`src/rtl/lpf_movavg.sv`:
```
// lpf_movavg: moving-average low-pass filter over a 2**LOG2_DEPTH sample window.
//   Circular sample buffer plus running-sum accumulator (one add, one subtract per
//   accepted sample); optional round-half-up, window-full flag, synchronous flush.
// Ports:
//   i_clock  - clock, rising edge          i_RESET - async reset, active low
//   i_clear  - synchronous flush request   i_valid - sample strobe (ignored while o_busy)
//   i_data   - signed input sample         o_mean  - registered signed window mean
//   o_valid  - one-cycle pulse, new o_mean o_full  - D samples seen since reset/flush
//   o_busy   - flush in progress, input samples dropped
module lpf_movavg #(
  parameter int NBIT       = 32,
  parameter int LOG2_DEPTH = 5,
  parameter int ROUND      = 0
) (
  input  logic            i_clock,
  input  logic            i_RESET,
  input  logic            i_clear,
  input  logic            i_valid,
  input  logic [NBIT-1:0] i_data,
  output logic [NBIT-1:0] o_mean,
  output logic            o_valid,
  output logic            o_full,
  output logic            o_busy
);

  localparam int D  = 1 << LOG2_DEPTH;
  localparam int AW = NBIT + LOG2_DEPTH;  // D * sample range always fits

  localparam logic [LOG2_DEPTH:0]   CNT_LAST = (LOG2_DEPTH+1)'(D - 1);
  localparam logic [LOG2_DEPTH:0]   CNT_MAX  = (LOG2_DEPTH+1)'(D);
  localparam logic [LOG2_DEPTH-1:0] WP_LAST  = {LOG2_DEPTH{1'b1}};

  typedef enum logic [1:0] {
    FILL  = 2'd0,
    RUN   = 2'd1,
    FLUSH = 2'd2
  } state_t;

  state_t state, state_nxt;

  logic [NBIT-1:0]        sbuf [D];
  logic [LOG2_DEPTH-1:0]  wp;
  logic [LOG2_DEPTH:0]    cnt;
  logic signed [AW-1:0]   acc;
  logic signed [AW-1:0]   acc_nxt;
  logic signed [AW-1:0]   acc_rnd;
  logic [NBIT-1:0]        mean_sh;
  logic                   pend;     // sample accepted last edge, mean due this edge
  logic                   accept;

  assign o_busy = (state == FLUSH);
  assign o_full = (state == RUN);
  assign accept = i_valid && !o_busy && !i_clear;

  // Entry about to be overwritten is the oldest sample (or a zero during FILL),
  // so the sum is updated without re-adding the window.
  assign acc_nxt = acc + AW'($signed(i_data)) - AW'($signed(sbuf[wp]));

  // Bias of D/2 gives round-half-up; the sum has LOG2_DEPTH bits of headroom
  // beyond the extremes, so the bias can never wrap.
  always_comb begin
    acc_rnd = acc;
    if (ROUND != 0) acc_rnd = acc + (AW'(1) << (LOG2_DEPTH - 1));
  end

  assign mean_sh = NBIT'(acc_rnd >>> LOG2_DEPTH);

  // State register
  always_ff @(posedge i_clock or negedge i_RESET) begin
    if (!i_RESET) state <= FILL;
    else          state <= state_nxt;
  end

  // Next-state logic; clear overrides everything, including a running flush
  always_comb begin
    state_nxt = state;
    if (i_clear) begin
      state_nxt = FLUSH;
    end else begin
      case (state)
        FILL:    if (accept && cnt == CNT_LAST) state_nxt = RUN;
        RUN:     state_nxt = RUN;
        FLUSH:   if (wp == WP_LAST) state_nxt = FILL;
        default: state_nxt = FILL;
      endcase
    end
  end

  // Datapath: buffer, pointer, running sum, output register
  always_ff @(posedge i_clock or negedge i_RESET) begin
    if (!i_RESET) begin
      for (int i = 0; i < D; i++) sbuf[i] <= '0;
      wp      <= '0;
      cnt     <= '0;
      acc     <= '0;
      pend    <= 1'b0;
      o_mean  <= '0;
      o_valid <= 1'b0;
    end else if (i_clear) begin
      // Flush starts at slot 0; any mean still in flight is discarded.
      wp      <= '0;
      cnt     <= '0;
      acc     <= '0;
      pend    <= 1'b0;
      o_mean  <= '0;
      o_valid <= 1'b0;
    end else begin
      o_valid <= pend;
      if (pend) o_mean <= mean_sh;
      pend <= accept;
      if (state == FLUSH) begin
        sbuf[wp] <= '0;
        wp       <= wp + 1'b1;
      end else if (accept) begin
        sbuf[wp] <= i_data;
        wp       <= wp + 1'b1;
        acc      <= acc_nxt;
        if (cnt != CNT_MAX) cnt <= cnt + 1'b1;
      end
    end
  end

endmodule

```
`config.mk`:
```
export PLATFORM = sky130hd
export DESIGN_NAME = lpf_movavg
export DESIGN_NICKNAME = d
export VERILOG_FILES = /design/src/rtl/lpf_movavg.sv
export SDC_FILE = /design/constraint.sdc
export NUM_CORES = 2
export LEC_CHECK = 0
export ABC_CLOCK_PERIOD_IN_PS = 5700
export CAP_MARGIN = 20
export CORE_MARGIN = 2
export CORE_UTILIZATION = 35
export DETAILED_ROUTE_END_ITERATION = 7
export GPL_TIMING_DRIVEN = 0
export PLACE_DENSITY_LB_ADDON = 0.25
export SLEW_MARGIN = 20
export SYNTH_ARGS = -nofsm -noshare
export SYNTH_HDL_FRONTEND = slang
export SYNTH_SLANG_ARGS = --single-unit
```
`constraint.sdc`:
```
create_clock -name i_clock -period 5.7 [get_ports i_clock]
set_input_delay 0.855 -clock i_clock [delete_from_list [all_inputs] [get_ports i_clock]]
set_output_delay 0.855 -clock i_clock [all_outputs]
set_load 0.01 [all_outputs]
```
==> results by group <==
Placed design
  • Hpwl dp: 124 mm
  • Placed cell area: between 50000 and 60000 um^2
  • PortBufs: 70
  • Gpl congestion: 0.899

Clock network
  • Worst-Skew Late Latency: 740 ps
  • TritonCTS clock tree: yes
  • Hold Buf Count CTS: 0
  • Clock buffer depth: 3
  • Clock net sink count: 1108
  • Htree depth: 3
  • TritonCTS buffer count: 114
  • Worst-path clk slew: 70 ps
  • Root Driver: clkbuf_16

Critical path
  • Nature of the critical path endpoint: flip-flop
  • CP Launch Type: flip-flop
  • Critical Path Fanout Max: 10
  • Setup Crit Path Kind: reg -> reg
  • Worst Path Arrival: 6380 ps
  • Worst path required time: 6370 ps

Detailed routing
  • Final wirelength: about 160 mm
  • Post-DRT Antenna Nets: 0
  • DRT Pass-1 Iters: 6
  • Vias per cell: between 5 and 6
  • 1st-iter DRT viols: 3322
  • DRC viols: 0
  • Wire length per cell: 23.4 um
  • DR vias: 37100

Synth
  • Post-synth top flop: dfrtp_1
  • Post-synth EDFFs: 0
  • Post-Syn Area: about 50000 um^2
  • Post-synth top cells: nand2_1 (1164), dfrtp_1 (1108), o21ai_0 (1039)
  • YS warnings: 0
  • XOR/XNOR Fraction of Synth Area: less than 1%
  • Asr flop ratio synth: 100%
  • Count leader, synth: nand2_1
  • Cells after Synth: between 4000 and 5000
  • Mux contribution to synthesized area: 12.2%
  • Adder-cell area share of the yosys netlist: 2.56%
  • Simple-Gate Fraction of Synth Area: 10.6%
  • Post-Syn Nets: between 4000 and 5000
  • Synth area leaders: dfrtp_1 (55%), mux4_2 (12%), o21ai_0 (10%)
  • Syn_area_per_cell: ~11 um^2
  • Synth area leader: dfrtp_1
  • Synth Register Bits: 1108
  • Cell variety after synth: 59
  • Register area share after synthesis: 55.3%
  • Main combinational cell family by area after synthesis: compound AO/OA/AOI/OAI gates
  • Post-synth top area share: 55.3%
  • Synth Area in Compound Gates: 14.2%

Outcome
  • Failing checks: negative setup slack
  • Status: finished, violations left

Global route
  • GRT Total Usage: 22.3%
  • First-pass GRT wire length: 245 mm
  • Initial antenna violation count: 0
  • Vias in the first global route: ~37000
  • Congestion Overflow GR: 0
  • Largest net degree at the start of global routing: 147

Power
  • Cell Pwr Density: around 290 nW/um^2
  • Maximum vdd drop: 0.256 mV
  • Clock power share: 46.9%
  • Leakage power: 24.8 nW
  • Register share of total power: between 40% and 50%
  • Psw: 0.00412 W
  • Total Power: 0.0169 W
  • Combinational share of power: under 10%
  • Internal power: 0.0128 W
  • Net Sw Frac: 24.3%

Timing
  • Fmax: roughly 180 MHz
  • Worst-Margin Slew: 969 ps
  • Fin worst setup slack: -12.0 ps
  • Setup skew after layout: 30.9 ps
  • Max-slew violations: 0
  • Relative slew slack: a little over a third
  • Tmin final: ~5700 ps
  • Setup violations, final: 1
  • Final hold violation count: 0
  • Crit share post-route: 100%
  • Fin Hold WS: 104 ps

Floorplan
  • # rows: 138
  • Num ports: 71
  • Die Span Y: 382 um
  • Die area: between 100000 and 150000 um^2
  • Chip width: around 380 um
  • Starting Density: a little over a third
  • Core area: around 140000 um^2

Layout
  • Layout cells sized above 1: between 10% and 20%
  • Nets: 5057
  • Fill count: 13800
  • Area growth syn-to-layout: 16.3%
  • Post-route design area: 58300 um^2

Worst hold path
  • Hold Crit Class: in -> async

Flow run
  • Total of max-cap violations: 0
critical path: stages (launching register included):
cell and delay [ps]:
dfrtp_1 400, buf_4 240, buf_4 240, clkbuf_2 490
mux4_2 420, a22oi_1 340, nand4_1 400, fa_1 610
inv_1 50, ha_1 250, buf_2 160, a21o_1 200
a21o_1 180, a21o_1 200, a211o_1 290, a41oi_4 270
o21ai_1 190, mux2i_1 170, or4b_1 470, nand2_1 70
power groups by stage:
stage          Sequential (W)  Combinational (W)  Clock (W)
6_report              0.00787            0.00112    0.00795
5_1_grt               0.00786            0.00120    0.00838
4_1_cts               0.00787            0.00110    0.00807
3_5_place_dp          0.00801            0.00106          0
3_3_place_gp          0.00806            0.00101          0
2_1_floorplan         0.00801           0.000501          0
stage by stage:
step | setup slack [ps] | cells | utilization [%] | TNS (ps)
3_3_place_gp | -47250 | 6686 | 37.5 | -
4_1_cts | -5.05 | 6918 | 40.9 | -9.94
3_5_place_dp | -1360 | 6701 | 37.8 | -20210
5_1_grt | -13.8 | 6928 | 41.1 | -24.8
2_1_floorplan | 730 | 4726 | - | 0
6_report | -12.0 | 6930 | 41.1 | -12.0
layout make-up:
| cell class | instances | area (um^2) | share of cell area [%] |
|---|---|---|---|
| repair buffers | 100 | 1220 | 2.10 |
| clock buffers | 165 | 3430 | 5.88 |
| well taps | 1890 | 2360 | 4.06 |
| multi-input cells | 3054 | 20300 | 34.8 |
| inverters | 150 | 563 | 0.966 |
| clock inverters | 49 | 558 | 0.958 |
| diodes | 2 | 5.00 | 0.00859 |
| flip-flops and latches | 1108 | 27700 | 47.6 |
| plain buffers | 412 | 2130 | 3.65 |
sequential cells by signal (all words and copies together), names as in the netlist:
name and cells:
wp 5, pend 1, acc 37, cnt 6
state 2, sbuf 1024, o_mean 32, o_valid 1
path summary, 6_finish.rpt:
path	slack [ps]	start	to	cells after the start
min in group i_clock	470	sbuf[920]	sbuf[920]	2
hold / removal	100	i_RESET	sbuf[966]	1
setup / recovery	-10	wp[1]	acc[36]	19
setup reg to reg	-10	wp[1]	acc[36]	19
max in group asynchronous	3260	i_RESET	sbuf[697]	4
hold reg to reg	470	sbuf[920]	sbuf[920]	2
routing by layer:
layer | wire (um) | track usage [%] | share of wire [%]
met1 | 68800 | 30.4 | 43
met2 | 77600 | 36.9 | 48
met3 | 10200 | 2.94 | 6.3
met4 | 5150 | 7.48 | 3.2
met5 | 0 | 0 | 0
kinds of logic (layout without fill, tap and decap cells):
logic type,count (synthesis),count (layout)
AO/OA/AOI/OAI,1308,1308
multiplexers,291,291
AND/OR/NAND/NOR,1340,1340
other,0,2
flip-flops,1108,1108
adder cells (fa/ha/maj),81,81
XOR/XNOR,34,34
buffers and inverters,564,876
what timing repair did:
action,in CTS,in global routing
gates resized for setup,127,85
pin swaps,12,18
endpoints found under the setup margin,29,13
setup buffers,4,11
cell usage in the layout (no fill, tap or decap), drive strengths merged, types with 5 or more instances in the layout:
master / n
a21o: 26
and3: 7
a211oi: 6
o21ai: 1051
nor3: 9
bufinv: 9
xor2: 20
buf: 172
clkinv: 22
a31oi: 8
a22oi: 125
a21oi: 64
ha: 45
mux4: 256
fa: 36
nand2: 1164
mux2i: 35
dfrtp: 1108
inv: 157
clkinvlp: 11
nor2: 64
nand4: 44
a22o: 6
nor4: 5
and2: 9
clkbuf: 436
clkdlybuf4s50: 69
nor2b: 5
or3: 7
nand3: 11
xnor2: 14
(Power assumes the default switching activity.)
